**config.mk**
```make
export PLATFORM = sky130hd
export DESIGN_NAME = load_store_unit
export DESIGN_NICKNAME = d
export VERILOG_FILES = /design/src/rtl/load_store_unit_pkg.sv /design/src/rtl/load_store_unit_ls_align.sv /design/src/rtl/load_store_unit.sv
export SDC_FILE = /design/constraint.sdc
export NUM_CORES = 1
export LEC_CHECK = 0
export ABC_AREA = 1
export ABC_CLOCK_PERIOD_IN_PS = 9500
export CAP_MARGIN = 40
export CORE_ASPECT_RATIO = 1.75
export CORE_MARGIN = 3
export CORE_UTILIZATION = 56
export DETAILED_ROUTE_END_ITERATION = 12
export GPL_TIMING_DRIVEN = 0
export PLACE_DENSITY = 0.89
export SYNTH_ARGS = -nofsm -noshare
export SYNTH_HDL_FRONTEND = slang
export SYNTH_SLANG_ARGS = --single-unit
```
**constraint.sdc**
```tcl
create_clock -name clock -period 9.5 [get_ports clock]
set_input_delay 1.9 -clock clock [delete_from_list [all_inputs] [get_ports clock]]
set_output_delay 1.9 -clock clock [all_outputs]
set_load 0.02 [all_outputs]
```
**src/rtl/load_store_unit_pkg.sv**
```systemverilog
// Shared definitions for the load/store unit: access-size encodings,
// FSM state encodings and the byte-lane mask helper.
package load_store_unit_pkg;

  localparam logic [1:0] SZ_BYTE    = 2'd0;
  localparam logic [1:0] SZ_HALF    = 2'd1;
  localparam logic [1:0] SZ_WORD    = 2'd2;
  localparam logic [1:0] SZ_ILLEGAL = 2'd3;

  typedef enum logic [1:0] {
    ST_IDLE = 2'd0,
    ST_ACC1 = 2'd1,
    ST_ACC2 = 2'd2,
    ST_RESP = 2'd3
  } state_t;

  // Right-aligned byte mask covering the access size (empty for illegal size).
  function automatic logic [3:0] size_mask(input logic [1:0] size);
    case (size)
      SZ_BYTE: size_mask = 4'b0001;
      SZ_HALF: size_mask = 4'b0011;
      SZ_WORD: size_mask = 4'b1111;
      default: size_mask = 4'b0000;
    endcase
  endfunction

endpackage

```
**src/rtl/load_store_unit_ls_align.sv**
```systemverilog
// ls_align: combinational lane alignment for the load/store unit.
// Ports:
//   size, offset, is_signed - access description
//   wdata                   - right-aligned store data
//   rd_word, rd_hold        - current RAM word and held first word (split loads)
//   split                   - access crosses a word boundary
//   mask_lo/mask_hi         - lane enables for first/second word
//   di_lo/di_hi             - lane-positioned write data for first/second word
//   load_data               - extracted, extended load result
module ls_align
  import load_store_unit_pkg::*;
(
  input  logic [1:0]  size,
  input  logic [1:0]  offset,
  input  logic        is_signed,
  input  logic [31:0] wdata,
  input  logic [31:0] rd_word,
  input  logic [31:0] rd_hold,
  output logic        split,
  output logic [3:0]  mask_lo,
  output logic [3:0]  mask_hi,
  output logic [31:0] di_lo,
  output logic [31:0] di_hi,
  output logic [31:0] load_data
);

  logic [7:0]  mask8;
  logic [63:0] di64;
  logic [63:0] rd64;
  logic [31:0] shifted;

  // Shift into a two-word window; the upper half spills into the next word.
  always_comb begin
    mask8   = 8'(size_mask(size)) << offset;
    di64    = 64'(wdata) << {offset, 3'b000};
    mask_lo = mask8[3:0];
    mask_hi = mask8[7:4];
    di_lo   = di64[31:0];
    di_hi   = di64[63:32];
    split   = |mask8[7:4];
    rd64    = split ? {rd_word, rd_hold} : {32'h0, rd_word};
    shifted = 32'(rd64 >> {offset, 3'b000});
    case (size)
      SZ_BYTE: load_data = is_signed ? {{24{shifted[7]}}, shifted[7:0]}
                                     : {24'h0, shifted[7:0]};
      SZ_HALF: load_data = is_signed ? {{16{shifted[15]}}, shifted[15:0]}
                                     : {16'h0, shifted[15:0]};
      default: load_data = shifted;
    endcase
  end

endmodule

```
**src/rtl/load_store_unit.sv**
```systemverilog
// load_store_unit: CPU-side byte/half/word loads and stores onto a 32-bit
// word RAM with byte-lane enables; misaligned accesses that cross a word
// boundary are split into two RAM accesses.
// Ports:
//   clock, reset          - clock, synchronous active-high reset
//   req_*                 - request channel (valid/ready handshake)
//   resp_valid/rdata/err  - one-cycle completion pulse with load data
//   ram_*                 - registered RAM strobes/address/data, ram_do read data
module load_store_unit
  import load_store_unit_pkg::*;
#(
  parameter int unsigned WORD_ADDR_W = 16
) (
  input  logic                   clock,
  input  logic                   reset,
  input  logic                   req_valid,
  output logic                   req_ready,
  input  logic                   req_we,
  input  logic [1:0]             req_size,
  input  logic                   req_signed,
  input  logic [WORD_ADDR_W+1:0] req_addr,
  input  logic [31:0]            req_wdata,
  output logic                   resp_valid,
  output logic [31:0]            resp_rdata,
  output logic                   resp_err,
  output logic                   ram_enable,
  output logic                   ram_we,
  output logic [3:0]             ram_bank_select,
  output logic [WORD_ADDR_W-1:0] ram_addr,
  output logic [31:0]            ram_di,
  input  logic [31:0]            ram_do
);

  state_t                 state, state_next;
  logic [WORD_ADDR_W-1:0] addr_q;
  logic [1:0]             offset_q, size_q;
  logic                   signed_q, we_q;
  logic [31:0]            wdata_q, hold_q;

  logic                   idle, accept, illegal;
  logic                   split;
  logic [3:0]             mask_lo, mask_hi;
  logic [31:0]            di_lo, di_hi, load_data;

  logic                   ram_enable_next, ram_we_next;
  logic [3:0]             bank_next;
  logic [WORD_ADDR_W-1:0] ram_addr_next;
  logic [31:0]            ram_di_next;

  assign idle      = (state == ST_IDLE);
  assign accept    = idle && req_valid;
  assign illegal   = (req_size == SZ_ILLEGAL);
  assign req_ready = idle && !reset;

  // In IDLE the aligner sees the live request; afterwards the captured copy.
  ls_align u_align (
    .size      (idle ? req_size : size_q),
    .offset    (idle ? req_addr[1:0] : offset_q),
    .is_signed (signed_q),
    .wdata     (idle ? req_wdata : wdata_q),
    .rd_word   (ram_do),
    .rd_hold   (hold_q),
    .split     (split),
    .mask_lo   (mask_lo),
    .mask_hi   (mask_hi),
    .di_lo     (di_lo),
    .di_hi     (di_hi),
    .load_data (load_data)
  );

  // Next state and next values of the registered RAM strobes.
  always_comb begin
    state_next      = state;
    ram_enable_next = 1'b0;
    ram_we_next     = 1'b0;
    bank_next       = 4'b0000;
    ram_addr_next   = ram_addr;
    ram_di_next     = ram_di;
    case (state)
      ST_IDLE: begin
        if (req_valid) begin
          if (illegal) begin
            state_next = ST_RESP;
          end else begin
            state_next      = ST_ACC1;
            ram_enable_next = 1'b1;
            ram_we_next     = req_we;
            bank_next       = mask_lo;
            ram_addr_next   = req_addr[WORD_ADDR_W+1:2];
            ram_di_next     = di_lo;
          end
        end
      end
      ST_ACC1: begin
        if (split) begin
          state_next      = ST_ACC2;
          ram_enable_next = 1'b1;
          ram_we_next     = we_q;
          bank_next       = mask_hi;
          ram_addr_next   = addr_q + WORD_ADDR_W'(1);
          ram_di_next     = di_hi;
        end else begin
          state_next = ST_RESP;
        end
      end
      ST_ACC2: state_next = ST_RESP;
      ST_RESP: state_next = ST_IDLE;
      default: state_next = ST_IDLE;
    endcase
  end

  always_ff @(posedge clock) begin
    if (reset) begin
      state           <= ST_IDLE;
      ram_enable      <= 1'b0;
      ram_we          <= 1'b0;
      ram_bank_select <= 4'b0000;
      ram_addr        <= '0;
      ram_di          <= 32'h0;
      resp_valid      <= 1'b0;
      resp_err        <= 1'b0;
      addr_q          <= '0;
      offset_q        <= 2'b00;
      size_q          <= SZ_BYTE;
      signed_q        <= 1'b0;
      we_q            <= 1'b0;
      wdata_q         <= 32'h0;
      hold_q          <= 32'h0;
    end else begin
      state           <= state_next;
      ram_enable      <= ram_enable_next;
      ram_we          <= ram_we_next;
      ram_bank_select <= bank_next;
      ram_addr        <= ram_addr_next;
      ram_di          <= ram_di_next;
      resp_valid      <= (state_next == ST_RESP);
      resp_err        <= accept && illegal;
      if (accept) begin
        addr_q   <= req_addr[WORD_ADDR_W+1:2];
        offset_q <= req_addr[1:0];
        size_q   <= req_size;
        signed_q <= req_signed;
        we_q     <= req_we;
        wdata_q  <= req_wdata;
      end
      // First word of a split access arrives while in ACC2.
      if (state == ST_ACC2) hold_q <= ram_do;
    end
  end

  // Load data is read straight off ram_do during the response cycle.
  assign resp_rdata = (resp_valid && !resp_err && !we_q) ? load_data : 32'h0;

endmodule

```
==> impl_metrics.json, run 1 <==
{
  "p_leak_nw": 4.25,
  "clock_path_buffers": 2,
  "die_y_um": 166,
  "finalMaxSlewViolations": 0,
  "irDropWorstVdd_v": 0.000273,
  "holdPathStages": 2,
  "drive_gt1_share_pct": 5.50,
  "via_count": 10222,
  "cts_setup_buffers": 0,
  "yosysWarnings": 0,
  "finalSetupViolCount": 0,
  "worstPathArrival_ns": 6.12,
  "tightestPinTransition_ns": 0.811,
  "slowest_delay_ns": 0.60,
  "gp_congestion": 1.07,
  "core_um2": 14000,
  "drt-total-wl_um": 36500,
  "critical_path.endpoint_type": "output pin",
  "worstHoldPathType": "flop to flop",
  "die_x_um": 97.2,
  "synth_top_cell_area_share_pct": 35.3,
  "dieArea_um2": 16100,
  "first_pass_iters": 8,
  "layout_commonest_cell": "nand2_1",
  "critPathRequiredTime_ns": 7.60,
  "r2r-end": "ram_addr[0]$_SDFFE_PP0P_",
  "antenna_found_initial": 0,
  "relSlewSlack_pct": 45.4,
  "syn_avg_cell_area_um2": 6.45,
  "grt_max_degree": 17,
  "skew_ns": 0.0118,
  "track_usage_pct": 43.6,
  "yosys-top-cells-area": "dfxtp_1, o21ai_0, nand2_1",
  "finalCritPeriodShare_pct": 84.4,
  "clkSinkCount": 144,
  "r2r-start": "state[0]$_SDFF_PP0_",
  "mostFrequentLayoutCells": "nand2_1, o21ai_0, clkdlybuf4s50_1",
  "cts_max_level": 4,
  "ctsRootBufferMaster": "clkbuf_16",
  "syn-cell-area_um2": 8160,
  "cts_hold_buffers": 0,
  "crit_type": "input port to output pin",
  "viasPerCell": 6.20,
  "critPathMaxFanout": 11,
  "min_period_ns": 8.02,
  "std_cell_rows": 57,
  "start_util_pct": 58.0,
  "synth_top_cell_by_area": "dfxtp_1",
  "setup_tns_ns": 0,
  "start_kind": "input port",
  "r2r_setup_slack_ns": 5.18,
  "cts.clk_slew.worst_paths_ns": 0.07,
  "path_cells": "clkdlybuf4s50_1, nand2_1, o21ai_0, clkbuf_1, ha_1, inv_1, nand3_1, nand3_2, nand3_4, buf_6, buf_4, nand2_1, o21ai_1, o21ai_1, o21ai_0, nand2_1, nor2_2, clkdlybuf4s50_1",
  "synth_cells": 1264,
  "first_iter_violations": 928,
  "fmax_ghz": 0.125,
  "first_global_vias": 10087,
  "drv_cap": 0,
  "synthesis.nets": 1361,
  "ant_nets": 0,
  "drc": 0,
  "fin_cells": 1650,
  "clk_latency_ns": 0.43,
  "grt_pass1_wl_um": 54500,
  "reg2regPathDepth": 19,
  "insertedDiodeCount": 0,
  "path_common_cell": "nand2_1",
  "cts_tree": "built",
  "rsz0062_at_grt": "no",
  "ys_seq_area_share_pct": 35.3,
  "cts_resized": 0,
  "hold_viol": 0,
  "crit_slowest_cell": "clkdlybuf4s50_1",
  "ys_types": 37,
  "cts_buffers": 17,
  "overflow": 0,
  "synth_seq_cells": 144,
  "wire_per_inst_um": 22.1,
  "whs_endpoint": "hold_q[16]$_SDFFE_PP0P_",
  "portBuffers": 177,
  "io_pins": 178,
  "status": "complete, no violations",
  "area_delta_synth_final_pct": 31.7,
  "power.density_nw_per_um2": 386,
  "placed_cells": 1618,
  "dpl.hpwl_um": 27300,
  "fin_nets": 1557,
  "hp-start": "hold_q[16]$_SDFFE_PP0P_"
}
## where the power goes
part / leakage, nW / switching [mW] / internal, mW
Sequential: 1.18 / 0.113 / 0.803
Combinational: 2.77 / 1.75 / 0.793
Clock: 0.292 / 0.317 / 0.376
Total: 4.25 / 2.18 / 1.97
## cells by family (layout without fill, tap and decap cells)
group / Yosys count / in the layout / synth area share (%)
and+or+nand+nor: 472 / 472 / 24.3
AOI/OAI and AO/OA: 415 / 415 / 27.0
buffers and inverters: 211 / 420 / 10.4
DFF: 144 / 144 / 35.3
adders and majority gates: 8 / 8 / 1.23
muxes: 8 / 8 / 0.982
xor gates and xnor gates: 6 / 6 / 0.644
## registers in the layout (all words and copies together), names as in the netlist, 2 cells and up
name,count
ram_addr,16
hold_q,32
addr_q,16
ram_bank_select,4
offset_q,2
ram_di,32
state,2
size_q,2
wdata_q,32
## stage by stage
| step | power (mW) | hold WS, ns | cell area, um^2 | setup slack, ns | utilization (%) |
|---|---|---|---|---|---|
| after floorplan | 2.39 | 0.434 | 8160 | 3.43 | - |
| after global routing | 4.34 | 0.470 | 10700 | 1.21 | 76.5 |
| after detailed placement | 3.34 | 0.447 | 10100 | 1.68 | 72.2 |
| final | 4.15 | 0.457 | 10700 | 1.48 | 76.5 |
| after global placement | 3.30 | 0.444 | 10100 | 1.70 | 72.2 |
| after CTS | 4.04 | 0.457 | 10700 | 1.62 | 76.5 |
## metal layers
layer / GRT usage, % / wire [um] / vias to the layer above
li1: - / - / 4629
met1: 41.1 / 11000 / 4587
met2: 77.1 / 18200 / 760
met3: 7.37 / 3060 / 246
met4: 42.6 / 4290 / 0
met5: 0 / 0 / -
## Yosys cell counts
cell type / instances
a41oi_1: 8
o21ai_1: 18
o22ai_1: 21
clkbuf_2: 1
nand3_4: 1
dfxtp_1: 144
clkbuf_1: 54
nand3_2: 3
nor4_1: 1
inv_1: 115
nand4_1: 10
buf_4: 1
nor2_2: 11
nand3_1: 76
inv_2: 3
buf_1: 11
xor2_1: 5
nor2_4: 1
xnor2_1: 1
buf_6: 4
ha_1: 8
o21ai_0: 230
buf_2: 20
mux2i_1: 8
a31oi_1: 13
o21ai_4: 1
nor2_1: 58
a211oi_1: 1
nand2_1: 299
a21oi_1: 107
or2_2: 2
a32oi_1: 1
nand2_2: 2
nor3_1: 7
o211ai_1: 15
and3_1: 1
clkinv_1: 2
## worst max-delay path: cells and delay by family
family / cells / cell delay (ns)
compound gates: 4 / 0.94
fa+ha+maj: 1 / 0.39
buf+inv: 6 / 2.08
simple gates: 7 / 0.81
## worst max path at each step
stage	start	to	slack, ns	depth (start not counted)
floorplan	req_size[1]	resp_rdata[10]	3.43	16
global placement	req_size[1]	resp_rdata[19]	1.70	18
detailed placement	req_size[1]	resp_rdata[19]	1.68	18
CTS	req_size[1]	resp_rdata[19]	1.62	18
global route	req_size[1]	resp_rdata[20]	1.21	18
finish	req_size[1]	resp_rdata[21]	1.48	18
## area by class of cell
class,instances,area (um^2)
Multi-Input combinational cell,909,4420
Fill cell,1080,3310
Sequential cell,144,2880
Timing Repair Buffer,177,1770
Inverter,120,450
Clock buffer,18,429
Buffer,91,402
Tap cell,177,221
Clock inverter,14,166
(Power assumes the default switching activity.)
==> run 2, diff against run 1 <==
Settings changed: ABC_CLOCK_PERIOD_IN_PS 9500 to 6500, CORE_UTILIZATION 56 to 47, PLACE_DENSITY 0.89 to 0.8.
Clock period 9.5 ns to 6.5 ns, I/O delays scaled along.
==> impl_metrics.json, run 2 (synthesized netlist as in run 1, its figures left out) <==
{
  "fin_util_pct": 64.2,
  "track_usage_pct": 37.4,
  "grt_pass1_wl_um": 54000,
  "core_um2": 16900,
  "viasPerCell": 5.74,
  "drc": 0,
  "via_count": 9763,
  "place_area_um2": 10200,
  "skew_ns": 0.0148,
  "insertedDiodeCount": 0,
  "dpl.hpwl_um": 28800,
  "cts.clk_slew.worst_paths_ns": 0.07,
  "first_global_vias": 9717,
  "power.density_nw_per_um2": 559,
  "layout_commonest_cell": "nand2_1",
  "crit_start": "state[0]$_SDFF_PP0_",
  "fin_nets": 1557,
  "hold_ws_ns": 0.458,
  "critPathMaxFanout": 10,
  "mostFrequentLayoutCells": "nand2_1, o21ai_0, clkdlybuf4s50_1",
  "critical_path.endpoint_type": "output pin",
  "hold_viol": 0,
  "cts_buffers": 17,
  "gp_congestion": 1.03,
  "crit_type": "flop to output pin",
  "final_area_um2": 10900,
  "top_regs": "hold_q: 32 flops, ram_di: 32 flops, wdata_q: 32 flops",
  "first_iter_violations": 698,
  "clkSinkCount": 144,
  "min_period_ns": 6.26,
  "fmax_ghz": 0.160,
  "status": "complete, no violations",
  "die_x_um": 106,
  "overflow": 0,
  "rsz0062_at_grt": "no",
  "setup_ws_ns": 0.236,
  "start_util_pct": 48.1,
  "cts_tree": "built",
  "drive_gt1_share_pct": 6.25,
  "finalSetupViolCount": 0,
  "wire_per_inst_um": 21.4,
  "worstHoldPathType": "flop to flop",
  "ctsRootBufferMaster": "clkbuf_16",
  "ant_nets": 0,
  "critPathRequiredTime_ns": 5.20,
  "cts_max_level": 4,
  "std_cell_rows": 63,
  "grt_max_degree": 17,
  "p_leak_nw": 4.31,
  "portBuffers": 177,
  "die_y_um": 180,
  "tightestPinTransition_ns": 0.831,
  "drv_cap": 0,
  "io_pins": 178,
  "clock_path_buffers": 2,
  "drt-total-wl_um": 36300,
  "dieArea_um2": 19000,
  "finalMaxSlewViolations": 0,
  "irDropWorstVdd_v": 0.000340,
  "first_pass_iters": 5,
  "clk_latency_ns": 0.44,
  "area_delta_synth_final_pct": 33.4,
  "hp-start": "hold_q[8]$_SDFFE_PP0P_",
  "start_kind": "flop",
  "dp_slack_ns": -0.249,
  "relSlewSlack_pct": 44.0,
  "antenna_found_initial": 0,
  "finalCritPeriodShare_pct": 96.4,
  "total_power_mw": 6.09,
  "r2r-start": "state[0]$_SDFF_PP0_",
  "worstPathArrival_ns": 4.96
}
==> run 2: cell count changes in the layout (fill, tap and decap cells not counted), moves of 2 or more <==
cell and delta:
o21ai_2 +6, o21ai_1 -4, clkbuf_1 -3, o21ai_0 -3
clkbuf_4 +2, clkdlybuf4s50_1 -2, dlymetal6s2s_1 +2
==> run 2: timing repair <==
item | in CTS | in global routing
resized for setup | 8 | 14
pin swaps | 0 | 0
hold buffers | 0 | 0
hold endpoints to repair | 0 | 0
buffers inserted | 0 | 0
setup endpoints to repair | 25 | 26
==> run 2: worst paths after layout <==
path	to	slack, ns	depth (start not counted)
max reg2reg	ram_di[7]$_SDFFE_PP0P_	2.65	19
max	resp_rdata[20]	0.24	22
min reg2reg	hold_q[8]$_SDFFE_PP0P_	0.46	2
min	hold_q[8]$_SDFFE_PP0P_	0.46	2
==> run 2: routing by layer <==
metal	vias up	wire (um)	track usage, %
met4	0	4040	34.5
met1	4480	11600	34.9
li1	4623	-	-
met2	488	18700	68.1
met5	-	0	0
met3	172	1950	5.38
==> run 2: stage by stage <==
step,instances,TNS [ns]
finish,1700,0
global route,1700,0
CTS,1700,0
detailed placement,1668,-2.78
global placement,1668,-2.36
floorplan,1264,0
==> run 2: critical path, cell delays in order (launching register included) <==
cell and delay, ns:
dfxtp_1 0.33, inv_1 0.09, ha_1 0.19, buf_6 0.14, buf_2 0.27, clkbuf_4 0.27, clkbuf_4 0.25, nand2_1 0.07
o21ai_1 0.14, inv_1 0.10, ha_2 0.22, inv_1 0.09, nand3_1 0.12, nand3_2 0.19, nand3_4 0.13, buf_6 0.18
buf_2 0.21, o21ai_2 0.32, o21ai_0 0.24, o21ai_1 0.17, nand2_1 0.06, nor2_1 0.12, clkdlybuf4s50_1 0.61
==> run 2: final cells by class <==
class	instances	area, um^2
Fill cell	1594	6070
Multi-Input combinational cell	909	4460
Sequential cell	144	2880
Timing Repair Buffer	177	1780
Inverter	120	450
Clock buffer	17	425
Buffer	91	412
Tap cell	227	284
Clock inverter	15	190
==> run 2: where the power goes <==
group | internal (mW) | total, mW | switching, mW | leakage [nW]
clock | 0.587 | 1.04 | 0.454 | 0.300
combinational | 1.17 | 3.72 | 2.54 | 2.83
sequential | 1.17 | 1.33 | 0.156 | 1.18
total | 2.93 | 6.09 | 3.15 | 4.31
==> run 3, diff against run 2 <==
Settings changed: CAP_MARGIN 40 to 20, CORE_UTILIZATION 47 to 58, DONT_BUFFER_PORTS from default to 1, PLACE_DENSITY 0.8 to 0.78.
==> impl_metrics.json, run 3 (synthesized netlist as in run 1, its figures left out) <==
{
  "crit_cells": 20,
  "worstHoldPathType": "flop to flop",
  "layout_commonest_cell": "nand2_1",
  "drv_cap": 0,
  "whs_endpoint": "hold_q[20]$_SDFFE_PP0P_",
  "die_x_um": 95.6,
  "irDropWorstVdd_v": 0.000351,
  "wl_met3_um": 3210,
  "setup_tns_ns": 0,
  "hold_ws_ns": 0.456,
  "first_pass_iters": 5,
  "gp_congestion": 1.08,
  "hp-start": "hold_q[20]$_SDFFE_PP0P_",
  "cts_buffers": 17,
  "portBuffers": 0,
  "skew_ns": 0.0156,
  "drive_gt1_share_pct": 6.87,
  "finalCritPeriodShare_pct": 95.4,
  "io_pins": 178,
  "slowest_delay_ns": 0.51,
  "final_area_um2": 9000,
  "fmax_ghz": 0.161,
  "rsz0062_at_grt": "no",
  "r2r-start": "state[0]$_SDFF_PP0_",
  "clk_latency_ns": 0.44,
  "min_period_ns": 6.20,
  "dpl.hpwl_um": 25300,
  "fill_cells": 1340,
  "critPathTopFamily": "buffers and inverters",
  "hold_viol": 0,
  "ant_nets": 0,
  "status": "complete, no violations",
  "reg2regPathDepth": 17,
  "clkSinkCount": 144,
  "top_regs": "hold_q: 32 flops, ram_di: 32 flops, wdata_q: 32 flops",
  "drt-total-wl_um": 33400,
  "critical_path.endpoint_type": "output pin",
  "tightestPinTransition_ns": 1.00,
  "dieArea_um2": 15600,
  "track_usage_pct": 43.2,
  "routed.top_layer": "met4",
  "insertedDiodeCount": 0,
  "place_area_um2": 8370,
  "viasPerCell": 6.22,
  "p_leak_nw": 3.60,
  "wire_per_inst_um": 22.7,
  "cts.clk_slew.worst_paths_ns": 0.06,
  "holdPathStages": 2,
  "path_cells": "inv_1, ha_1, buf_6, buf_2, clkbuf_2, buf_2, o21ai_0, inv_1, ha_1, inv_1, nand3_1, nand3_2, nand3_4, buf_6, buf_2, o21ai_1, nand2_1, nand3_1, nand3_1, a21oi_1",
  "finalSetupViolCount": 0,
  "cts_setup_buffers": 0,
  "drt-met1-wl_um": 10100,
  "start_util_pct": 60.0,
  "r2r_setup_slack_ns": 2.29,
  "antenna_found_initial": 0,
  "mostFrequentLayoutCells": "nand2_1, o21ai_0, dfxtp_1",
  "fin_nets": 1380,
  "die_y_um": 163,
  "finalMaxSlewViolations": 0,
  "grt_pass1_wl_um": 49400,
  "clock_path_buffers": 2,
  "critPathRequiredTime_ns": 5.20,
  "dr_wl_met2_um": 16300,
  "first_iter_violations": 935,
  "critPathMaxFanout": 10,
  "ctsRootBufferMaster": "clkbuf_16",
  "core_um2": 13600,
  "crit_slowest_cell": "o21ai_1",
  "grt_max_degree": 17,
  "r2r-end": "ram_di[4]$_SDFFE_PP0P_",
  "first_global_vias": 8686,
  "total_power_mw": 5.57,
  "area_delta_synth_final_pct": 10.4,
  "via_count": 9143,
  "crit_type": "flop to output pin",
  "cts_max_level": 4,
  "path_buf_inv": 9,
  "worstPathArrival_ns": 4.90,
  "start_kind": "flop",
  "drc": 0,
  "cts_tree": "built",
  "power.density_nw_per_um2": 618,
  "std_cell_rows": 56,
  "overflow": 0,
  "relSlewSlack_pct": 32.4
}
[run 3: final cells by class]
cell class	count	area (um^2)	share of cell area [%]
inverter	120	450	5.00
clock buffer	18	439	4.88
multi-input combinational	909	4450	49.4
sequential	144	2880	32.0
buffer	91	403	4.47
tap	174	218	2.42
clock inverter	14	161	1.79
[run 3: where the power goes]
group / total, mW / leakage, nW / internal (mW) / switching (mW)
registers: 1.54 / 1.18 / 1.17 / 0.366
logic: 3.02 / 2.13 / 0.804 / 2.22
clock network: 1.00 / 0.290 / 0.558 / 0.447
[run 3: worst max path at each step]
stage	from	end	slack (ns)
2_1_floorplan	req_size[1]	resp_rdata[10]	1.63
3_3_place_gp	state[0]$_SDFF_PP0_	resp_rdata[19]	0.81
3_5_place_dp	state[0]$_SDFF_PP0_	resp_rdata[19]	0.75
4_1_cts	state[0]$_SDFF_PP0_	resp_rdata[19]	0.27
5_1_grt	state[0]$_SDFF_PP0_	resp_rdata[20]	0.003
6_report	state[0]$_SDFF_PP0_	resp_rdata[13]	0.30
[run 3: repair_timing]
item | in CTS | in global routing
setup endpoints to repair | 0 | 24
hold buffers | 0 | 0
resized for setup | 0 | 9
[run 3: routing by layer]
layer | vias up | GRT usage, %
met5 | - | 0
met4 | 0 | 41.1
met2 | 514 | 71.2
met1 | 4158 | 39.2
met3 | 196 | 16.0
li1 | 4275 | -
[run 3: worst register-to-register path: stages, from the launching register on]
cell and delay (ns):
dfxtp_1 0.37, inv_1 0.08, ha_1 0.21, buf_6 0.14, buf_2 0.21, o21ai_0 0.39
clkbuf_1 0.48, ha_1 0.38, inv_1 0.10, nand3_1 0.12, nand3_2 0.20, nand3_4 0.16
inv_2 0.10, nand2_1 0.11, nand2_2 0.15, inv_2 0.14, clkbuf_1 0.56, a31oi_1 0.17
[run 3: through the flow]
step                      worst slack (ns)  util [%]  instances
after global routing               0.00262      66.2       1470
after CTS                            0.275      66.0       1470
after detailed placement             0.746      61.6       1438
after global placement               0.809      61.6       1438
final                                0.299      66.2       1470
after floorplan                       1.63         -       1264
